**src/rtl/pr_dispatch_unit_pkg.sv**
```systemverilog
// -----------------------------------------------------------------------------
// pr_dispatch_unit_pkg
//   Shared types and constants for the partial-reconfiguration dispatch unit:
//   bitstream table entry layout, dispatch FSM state encoding, default sizes
//   and the WAIT_DONE watchdog limit.
//   Optional feature macro used by the dispatch unit: PR_TIMEOUT_EN.
// -----------------------------------------------------------------------------
package pr_dispatch_unit_pkg;

   localparam int PR_NUM_SLOTS      = 4;        // GRID_NUM_COLS*GRID_NUM_ROWS
   localparam int PR_NUM_OUS        = 8;
   localparam int PR_ADDR_W         = 32;       // bitstream byte address
   localparam int PR_LEN_W          = 24;       // bitstream length, 32-bit words
   localparam int PR_TIMEOUT_CYCLES = 1048576;  // WAIT_DONE watchdog limit
   localparam int PR_TMO_CNT_W      = 21;

   localparam int SLOT_W = $clog2(PR_NUM_SLOTS);
   localparam int OU_W   = $clog2(PR_NUM_OUS);

   typedef struct packed {
      logic [PR_ADDR_W-1:0] base_addr;
      logic [PR_LEN_W-1:0]  len_words;
   } pr_bitstream_entry_t;

   typedef enum logic [2:0] {
      IDLE      = 3'd0,
      LOOKUP    = 3'd1,
      ISSUE     = 3'd2,
      WAIT_DONE = 3'd3,
      COMPLETE  = 3'd4
   } pr_dispatch_state_t;

endpackage

```
**src/rtl/pr_dispatch_unit_bitstream_table.sv**
```systemverilog
// -----------------------------------------------------------------------------
// pr_bitstream_table
//   Simple dual-port RAM holding one {base_addr, len_words} entry per
//   {ou_id, grid_slot}. Synchronous write, registered read with read enable,
//   read-first on a same-cycle write to the read index. No reset on the array
//   or the read register so it maps onto LUTRAM/BRAM.
// Ports:
//   clk_i            clock
//   we_i/waddr_i/wdata_i   write port
//   re_i/raddr_i     read request (data appears on rdata_o the next cycle)
//   rdata_o          registered read data
// -----------------------------------------------------------------------------
module pr_bitstream_table #(
   parameter int DEPTH = 32,
   parameter int AW    = 5,
   parameter int DW    = 56
) (
   input  logic          clk_i,
   input  logic          we_i,
   input  logic [AW-1:0] waddr_i,
   input  logic [DW-1:0] wdata_i,
   input  logic          re_i,
   input  logic [AW-1:0] raddr_i,
   output logic [DW-1:0] rdata_o
);

   logic [DW-1:0] mem_q [DEPTH];
   logic [DW-1:0] rdata_q;

   // Both ports in one process: the read samples the array before the write
   // lands, which gives read-first behaviour on an address collision.
   always_ff @(posedge clk_i) begin
      if (we_i) begin
         mem_q[waddr_i] <= wdata_i;
      end
      if (re_i) begin
         rdata_q <= mem_q[raddr_i];
      end
   end

   assign rdata_o = rdata_q;

endmodule

```
**src/rtl/pr_dispatch_unit.sv**
```systemverilog
// -----------------------------------------------------------------------------
// pr_dispatch_unit
//   Drains the PR request FIFO in hardware. Each {ou_id, grid_slot} request is
//   looked up in a software-programmed bitstream table, turned into one DMA /
//   ICAP load command, and its completion is reported per slot to the grid.
//   One request is in flight at a time.
//
//   Optional feature: `define PR_TIMEOUT_EN adds a WAIT_DONE watchdog that
//   forces a failed completion after TIMEOUT_CYCLES cycles without dma_done.
//
// Ports:
//   clk, rst                      clock, asynchronous active-high reset
//   req_valid/req_grid_slot/req_ou_id/req_pop   FWFT request FIFO head + pop
//   tbl_we/tbl_waddr/tbl_wdata    table write port, index {ou_id, grid_slot}
//   cmd_valid/cmd_ready/cmd_addr/cmd_len        DMA command
//   dma_done/dma_error            completion pulse, error qualified by done
//   slot_busy                     one-hot slot under reconfiguration
//   done_pulse/done_slot/done_ok  per-request completion report
//   err_sticky/err_clr            sticky failure flag and its clear
//   dbg_state                     current dispatch FSM state
//
// Handshake: cmd_valid rises with cmd_addr/cmd_len loaded and both stay
// constant until a cycle in which cmd_valid && cmd_ready; that cycle is the
// transfer, after which cmd_valid drops. cmd_valid never depends on cmd_ready.
// -----------------------------------------------------------------------------
module pr_dispatch_unit
   import pr_dispatch_unit_pkg::*;
#(
   parameter int NUM_SLOTS      = PR_NUM_SLOTS,
   parameter int NUM_OUS        = PR_NUM_OUS,
   parameter int ADDR_W         = PR_ADDR_W,
   parameter int LEN_W          = PR_LEN_W,
   parameter int TIMEOUT_CYCLES = PR_TIMEOUT_CYCLES
) (
   input  logic                                       clk,
   input  logic                                       rst,
   input  logic                                       req_valid,
   input  logic [$clog2(NUM_SLOTS)-1:0]               req_grid_slot,
   input  logic [$clog2(NUM_OUS)-1:0]                 req_ou_id,
   output logic                                       req_pop,
   input  logic                                       tbl_we,
   input  logic [$clog2(NUM_OUS)+$clog2(NUM_SLOTS)-1:0] tbl_waddr,
   input  logic [ADDR_W+LEN_W-1:0]                    tbl_wdata,
   output logic                                       cmd_valid,
   input  logic                                       cmd_ready,
   output logic [ADDR_W-1:0]                          cmd_addr,
   output logic [LEN_W-1:0]                           cmd_len,
   input  logic                                       dma_done,
   input  logic                                       dma_error,
   output logic [NUM_SLOTS-1:0]                       slot_busy,
   output logic                                       done_pulse,
   output logic [$clog2(NUM_SLOTS)-1:0]               done_slot,
   output logic                                       done_ok,
   output logic                                       err_sticky,
   input  logic                                       err_clr,
   output logic [2:0]                                 dbg_state
);

   localparam int SLOT_BITS = $clog2(NUM_SLOTS);
   localparam int OU_BITS   = $clog2(NUM_OUS);
   localparam int IDX_BITS  = SLOT_BITS + OU_BITS;
   localparam int ENTRY_W   = ADDR_W + LEN_W;

   pr_dispatch_state_t     state_q;
   logic [SLOT_BITS-1:0]   slot_q;
   logic                   cmd_valid_q;
   logic [ADDR_W-1:0]      cmd_addr_q;
   logic [LEN_W-1:0]       cmd_len_q;
   logic [NUM_SLOTS-1:0]   slot_busy_q;
   logic                   done_pulse_q;
   logic [SLOT_BITS-1:0]   done_slot_q;
   logic                   done_ok_q;
   logic                   err_sticky_q;

   logic                   tbl_re;
   logic [ENTRY_W-1:0]     tbl_rdata;
   logic [ADDR_W-1:0]      rd_addr;
   logic [LEN_W-1:0]       rd_len;

   // The pop has to coincide with the IDLE cycle that accepts the head entry,
   // so it is decoded from the state rather than registered. It is held off
   // during reset so the FIFO cannot drain while the FSM is frozen.
   assign req_pop = (state_q == IDLE) && req_valid && !rst;

   // The table is read with the live FIFO head; the data is valid in LOOKUP,
   // so the OU id never needs its own register.
   assign tbl_re = (state_q == IDLE) && req_valid;

   pr_bitstream_table #(
      .DEPTH (NUM_OUS * NUM_SLOTS),
      .AW    (IDX_BITS),
      .DW    (ENTRY_W)
   ) u_table (
      .clk_i   (clk),
      .we_i    (tbl_we),
      .waddr_i (tbl_waddr),
      .wdata_i (tbl_wdata),
      .re_i    (tbl_re),
      .raddr_i ({req_ou_id, req_grid_slot}),
      .rdata_o (tbl_rdata)
   );

   assign rd_addr = tbl_rdata[ENTRY_W-1:LEN_W];
   assign rd_len  = tbl_rdata[LEN_W-1:0];

`ifdef PR_TIMEOUT_EN
   localparam logic [PR_TMO_CNT_W-1:0] TMO_LAST = PR_TMO_CNT_W'(TIMEOUT_CYCLES - 1);
   logic [PR_TMO_CNT_W-1:0] tmo_cnt_q;
`else
   logic unused_timeout;
   assign unused_timeout = ^TIMEOUT_CYCLES;
`endif

   always_ff @(posedge clk or posedge rst) begin
      if (rst) begin
         state_q      <= IDLE;
         slot_q       <= '0;
         cmd_valid_q  <= 1'b0;
         cmd_addr_q   <= '0;
         cmd_len_q    <= '0;
         slot_busy_q  <= '0;
         done_pulse_q <= 1'b0;
         done_slot_q  <= '0;
         done_ok_q    <= 1'b0;
         err_sticky_q <= 1'b0;
`ifdef PR_TIMEOUT_EN
         tmo_cnt_q    <= '0;
`endif
      end else begin
         done_pulse_q <= 1'b0;
         // A set in COMPLETE below comes later in the block and wins over a
         // same-cycle clear.
         if (err_clr) begin
            err_sticky_q <= 1'b0;
         end

         case (state_q)
            IDLE: begin
               if (req_valid) begin
                  slot_q  <= req_grid_slot;
                  state_q <= LOOKUP;
               end
            end

            LOOKUP: begin
               // Zero length marks an entry software never programmed.
               if (rd_len == '0) begin
                  done_pulse_q <= 1'b1;
                  done_slot_q  <= slot_q;
                  done_ok_q    <= 1'b0;
                  state_q      <= COMPLETE;
               end else begin
                  cmd_addr_q  <= rd_addr;
                  cmd_len_q   <= rd_len;
                  cmd_valid_q <= 1'b1;
                  slot_busy_q <= NUM_SLOTS'(1) << slot_q;
                  state_q     <= ISSUE;
               end
            end

            ISSUE: begin
               if (cmd_ready) begin
                  cmd_valid_q <= 1'b0;
                  state_q     <= WAIT_DONE;
`ifdef PR_TIMEOUT_EN
                  tmo_cnt_q   <= '0;
`endif
               end
            end

            WAIT_DONE: begin
               if (dma_done) begin
                  done_pulse_q <= 1'b1;
                  done_slot_q  <= slot_q;
                  done_ok_q    <= !dma_error;
                  state_q      <= COMPLETE;
`ifdef PR_TIMEOUT_EN
               end else if (tmo_cnt_q == TMO_LAST) begin
                  // Watchdog expiry: report failure; a late dma_done then
                  // lands outside WAIT_DONE and is dropped.
                  done_pulse_q <= 1'b1;
                  done_slot_q  <= slot_q;
                  done_ok_q    <= 1'b0;
                  state_q      <= COMPLETE;
               end else begin
                  tmo_cnt_q <= tmo_cnt_q + 1'b1;
`endif
               end
            end

            COMPLETE: begin
               slot_busy_q <= '0;
               if (!done_ok_q) begin
                  err_sticky_q <= 1'b1;
               end
               state_q <= IDLE;
            end

            default: begin
               state_q <= IDLE;
            end
         endcase
      end
   end

   assign cmd_valid  = cmd_valid_q;
   assign cmd_addr   = cmd_addr_q;
   assign cmd_len    = cmd_len_q;
   assign slot_busy  = slot_busy_q;
   assign done_pulse = done_pulse_q;
   assign done_slot  = done_slot_q;
   assign done_ok    = done_ok_q;
   assign err_sticky = err_sticky_q;
   assign dbg_state  = state_q;

endmodule

```
**config.mk**
```make
export PLATFORM = sky130hd
export DESIGN_NAME = pr_dispatch_unit
export DESIGN_NICKNAME = d
export VERILOG_FILES = /design/src/rtl/pr_dispatch_unit_pkg.sv /design/src/rtl/pr_dispatch_unit_bitstream_table.sv /design/src/rtl/pr_dispatch_unit.sv
export SDC_FILE = /design/constraint.sdc
export NUM_CORES = 2
export LEC_CHECK = 0
export CAP_MARGIN = 15
export CORE_ASPECT_RATIO = 0.5
export CORE_UTILIZATION = 45
export CTS_BUF_LIST = sky130_fd_sc_hd__clkbuf_4 sky130_fd_sc_hd__clkbuf_8 sky130_fd_sc_hd__clkbuf_16
export CTS_CLUSTER_DIAMETER = 120
export CTS_CLUSTER_SIZE = 10
export DETAILED_ROUTE_END_ITERATION = 8
export GPL_ROUTABILITY_DRIVEN = 0
export GPL_TIMING_DRIVEN = 0
export PLACE_DENSITY = 0.7
export SLEW_MARGIN = 20
export SYNTH_ARGS = -nofsm -noshare
export SYNTH_HDL_FRONTEND = slang
export SYNTH_SLANG_ARGS = --single-unit
```
**constraint.sdc**
```tcl
create_clock -name clk -period 9.7 [get_ports clk]
set_input_delay 0.97 -clock clk [delete_from_list [all_inputs] [get_ports clk]]
set_output_delay 0.97 -clock clk [all_outputs]
set_load 0.01 [all_outputs]
```
Word level (Yosys, flattened, before mapping)
Memories as Yosys holds them, arrays and structs flattened. A register that Yosys moved wholly into a read port is not among the register bits.
Index checks and enable logic that the tools add are counted.
{"block": "totals", "ff_bits": 71, "ram_bits": 1792, "in_bits": 74, "elab_cells": 61, "memories": 1}
{"memory": "u_table.mem_q", "depth": 32, "width": 56, "rd": 1, "rd_clocked_by_memory_dff": 1, "write_ports": 1, "line_no": "pr_dispatch_unit_bitstream_table.sv:27", "rtl": "logic [DW-1:0] mem_q [DEPTH];"}
{"block": "classes", "n_eq_ne": 9, "n_shift": 1, "n_mux": 24, "bitwise": 1, "reduce_logical": 15}
{"op": "24-bit zero test", "n": 1}
{"op": "3-bit two-way mux", "n": 4}
{"op": "3-bit one-hot mux with 4 select lines", "n": 1}
{"op": "1-bit two-way mux", "n": 11}
{"op": "2-bit != test (second input constant)", "n": 5}
{"op": "3-bit AND reduction", "n": 3}
{"op": "4-bit one-hot mux with 2 select lines", "n": 1}
{"op": "3-bit by 2-bit equality test with 1-bit output (second input constant)", "n": 2}
{"op": "1-bit one-hot mux with 2 select lines", "n": 3}
{"op": "2-bit AND reduction", "n": 3}
{"op": "2-bit nonzero test", "n": 3}
{"op": "2-bit two-way mux", "n": 2}
{"op": "4-bit two-way mux", "n": 1}
{"op": "2-bit one-hot mux with 2 select lines", "n": 1}
{"op": "1-bit by 2-bit << shifter with 4-bit output (first input constant)", "n": 1}
{"op": "3-bit by 1-bit equality test with 1-bit output (second input constant)", "n": 1}
{"op": "3-bit equality test (second input constant)", "n": 1}
{"op": "3-bit zero test", "n": 1}
{"op": "1-bit logical AND", "n": 2}
{"op": "1-bit zero test", "n": 2}
{"op": "1-bit NOT", "n": 1}

Longest topological paths before layout
{"block": "logic_depth", "ltp_word": 3, "depth_mapped": 8}

Modules after synthesis
From an unflattened synthesis, not the netlist that was laid out.
{"block": "unflattened", "cells_unflattened": 4118, "area_unflattened_um2": 74258.7}
{"mod": "pr_bitstream_table", "instances": 1, "cells_each": 3917, "area_each_um2": 71355.9}
{"mod": "pr_dispatch_unit", "instances": 1, "cells_each": 201, "area_each_um2": 2902.8}

Worst setup path before layout
No wires, ideal clock.
{"block": "synth_path", "path_type": "in2out", "from": "in req_valid", "to": "out req_pop", "t_arrival_ns": 7.591, "required_time_ns": 8.730, "slack_ns": 1.139, "path_stages": 2, "n_path_buf": 0, "path_cell_list": "nor4b_1 and2_1"}
{"block": "synth_between", "elab_chain_len": 2}
{"item": "start: declaration", "line_no": "pr_dispatch_unit.sv:37", "rtl": "input logic req_valid,"}
{"item": "1-bit logical AND (2 in series)", "line_no": "pr_dispatch_unit.sv:83", "rtl": "assign req_pop = (state_q == IDLE) && req_valid && !rst;"}
{"item": "end: declaration", "line_no": "pr_dispatch_unit.sv:40", "rtl": "output logic req_pop,"}
No other way between the ends.

Worst setup path in the final report
{"block": "layout_path", "from": "reg state_q[1] (netlist: dbg_state[1])", "to": "out req_pop"}
{"block": "layout_between", "elab_chain_len": 3}
{"item": "start: declaration", "line_no": "pr_dispatch_unit.sv:64", "rtl": "pr_dispatch_state_t state_q;"}
{"item": "start signal: assignment", "line_no": "pr_dispatch_unit.sv:116", "rtl": "state_q <= IDLE;"}
{"item": "start signal: assignment", "line_no": "pr_dispatch_unit.sv:141", "rtl": "state_q <= LOOKUP;"}
{"item": "start signal: assignment", "line_no": "pr_dispatch_unit.sv:151", "rtl": "state_q <= COMPLETE;"}
{"item": "3-bit zero test", "line_no": "pr_dispatch_unit.sv:83"}
{"item": "1-bit logical AND (2 in series)", "line_no": "pr_dispatch_unit.sv:83"}
No other way between the ends.

==> metrics.yaml <==
max_stage_delay_ns: 0.78
ctsHtreeMaxLevel: 4
yosysSeqAreaShare_pct: 78.5
hold_viol_final: 0
yosys.area.top_type: "edfxtp_1"
regArea_sq_mm: 0.0573
synthTopCellsByArea: "edfxtp_1 76%, mux2i_1 12%, a22oi_1 4.6%"
finalNetCount: 4356
cp_cell_sequence: "buf_1 -> nor4b_2 -> buf_2 -> and2_1 -> clkdlybuf4s50_1"
end_kind: "primary output"
netlist_top_cells_count: "1848 x edfxtp_1, 897 x mux2i_1, 448 x a22oi_1"
grt_pass1_wl_mm: 254
r2r_cells: 9
dr.pass1.iters: 8
clockBufferDepth: 3
highest_layer: "met4"
worst_pin_slew_ns: 1.11
worstPathArrival_ns: 3.27
netlist_area_sq_mm: 0.0729
fill_cells: 12200
synth_cell_type_count: 40
coreArea_sq_mm: 0.161
rows: 104
ctsResizeCount: 0
wl_mm: 177
fin_worst_skew_ns: 0.0251
die_x_um: 571
slew_headroom_pct: 25.9
power_leakage_nw: 29.6
antenna_found_initial: 13
rsz0062_at_grt: "no"
powerDensity_mw_per_mm2: 211
grt_max_degree: 42
synth_edf_count: 1848
grt-ovfl-total: 0
cts_tree: "yes"
yosysMostFrequentCell: "edfxtp_1"
final_max_slew_viol_count: 0
grt_pass1_vias: 38600
cts_buffers: 209
port_buffers: 142
path_depth: 5
min_period_ns: 4.24
root_buffer: "clkbuf_16"
synthFlopType: "edfxtp_1"
ir_drop_uv: 126
route.met2.wl_mm: 81.7
max_freq_mhz: 236
drive_gt1_share_pct: 13.9
post-dp-hpwl_mm: 117
dieArea_sq_mm: 0.164
critPathLaunchType: "register"
area_growth_syn_to_layout_pct: 17.8
grt_usage_pct: 21.2
synth_seq_cells: 1919
synth-warning-count: 0
setup_viol: 0
drt_iter0_markers: 5003
synth_cells: 3819
worstHoldPathType: "reg -> reg"
hold-path-cell-count: 1
critPathRequiredTime_ns: 8.73
io_pins: 144
vias: 38400
route.detailed.drc: 0
cts_setup_buffers: 0
fp.dieH_um: 287
via_per_inst: 5.85
fin_hold_ws_ns: 0.452
ant_nets: 0
cp_top_family: "buffers and inverters"
synth_fp_nets: 3893
crit_path_top_delay_cell: "nor4b_2"
path_class: "reg -> out"
max_cap_violations: 0
cp_num_buf_inv: 3
wl_met1_mm: 73.3
dpl.cell_count: 6244
clkLatencyLatePin_ns: 0.80
cts.sinks: 1919
start_util_pct: 45.3
crit_fanout: 10
wl_met3_mm: 15.4
run_status: "finished, final reports clean"
syn_avg_cell_area_sq_um: 19.1
synthArstFlopShare_pct: 3.70
layoutNonFillerInstCount: 6557
clk_pin_slew_ns: 0.06
multi_input_area_sq_mm: 0.0148
wl_per_cell_um: 27.0
cts_hold_buf: 0
fin_util_pct: 53.4
fin_crit_sh_pct: 43.7
synth_top_cell_area_share_pct: 76.1
## worst paths after layout
check	startpoint	endpoint	slack (ns)
setup / recovery	dbg_state[1]$_DFFE_PP0P_	req_pop	5.46
hold / removal	u_table.rdata_o[46]$_DFFE_PN_	cmd_addr[22]$_DFFE_PP0P_	0.45
setup reg to reg	dbg_state[1]$_DFFE_PP0P_	u_table.rdata_o[43]$_DFFE_PN_	6.22
hold reg to reg	u_table.rdata_o[46]$_DFFE_PN_	cmd_addr[22]$_DFFE_PP0P_	0.45
max in group asynchronous	rst	cmd_len[16]$_DFFE_PP0P_	8.52
min in group asynchronous	rst	cmd_addr[28]$_DFFE_PP0P_	0.56
## flip-flops by register name, summed over array words and instances, names as in the netlist
| name | cells |
|---|---|
| u_table.mem_q | 1792 |
| u_table.rdata_o | 56 |
| cmd_addr | 32 |
| cmd_len | 24 |
| slot_busy | 4 |
| dbg_state | 3 |
| done_slot | 2 |
| slot_q | 2 |
| cmd_valid | 1 |
| done_ok | 1 |
| done_pulse | 1 |
| err_sticky | 1 |
## cell families (layout without fill, tap and decap cells)
group / Yosys count / after routing / share of synthesized area (%)
other: 0 / 8 / 0
muxes: 947 / 947 / 13.1
AOI/OAI and AO/OA: 475 / 475 / 4.90
DFF: 1919 / 1919 / 78.5
buffers and inverters: 216 / 773 / 1.43
and+or+nand+nor: 262 / 262 / 2.03
## metal layers
layer,GRT usage (%),vias up
li1,-,16500
met1,29.9,19600
met2,33.1,1936
met3,3.26,321
met4,9.15,0
met5,0,-
## layout by cell type (no fill, tap or decap), types with 8 or more instances in the layout
cell                n
mux2_1             50
buf_12             25
mux2i_1           897
dfrtp_1            71
buf_16             73
edfxtp_1         1848
nor2_1             61
clkbuf_16         213
buf_2             146
nand3b_1            8
diode_2             8
nor2_4             33
clkbuf_1           61
a22oi_1           448
buf_4               9
buf_1              16
o21ai_0             8
clkbuf_4           87
clkdlybuf4s50_1   125
a22o_1              8
nand2_1             9
nand4_1           116
## per-stage QoR
| stage | cell area, sq um | setup slack [ns] | setup TNS [ns] | total power (W) |
|---|---|---|---|---|
| 4_1_cts | 85900 | 5.45 | 0 | 0.0182 |
| 2_1_floorplan | 72900 | 1.14 | 0 | 0.0104 |
| 6_report | 85900 | 5.46 | 0 | 0.0182 |
| 3_5_place_dp | 79900 | 5.28 | 0 | 0.0112 |
| 5_1_grt | 85900 | 5.36 | 0 | 0.0186 |
| 3_3_place_gp | 77100 | -5.94 | -264.97 | 0.0111 |
## power by group
part	switching (W)	leakage [nW]	internal (W)
logic	0.000832	9.07	0.000636
clock network	0.00293	3.05	0.00420
registers	0.000143	17.5	0.00941
total	0.00391	29.6	0.0142
## cell type report
type	instances	share of cell area (%)
buffer	211	1.20
sequential	1919	66.7
multi-input combinational	1684	17.3
antenna	8	0.0233
clock buffer	300	6.97
tap	2173	3.17
inverter	5	0.0277
timing repair buffer	252	4.56
clock inverter	5	0.0641
Note: power is estimated with default switching activity, not from simulation.
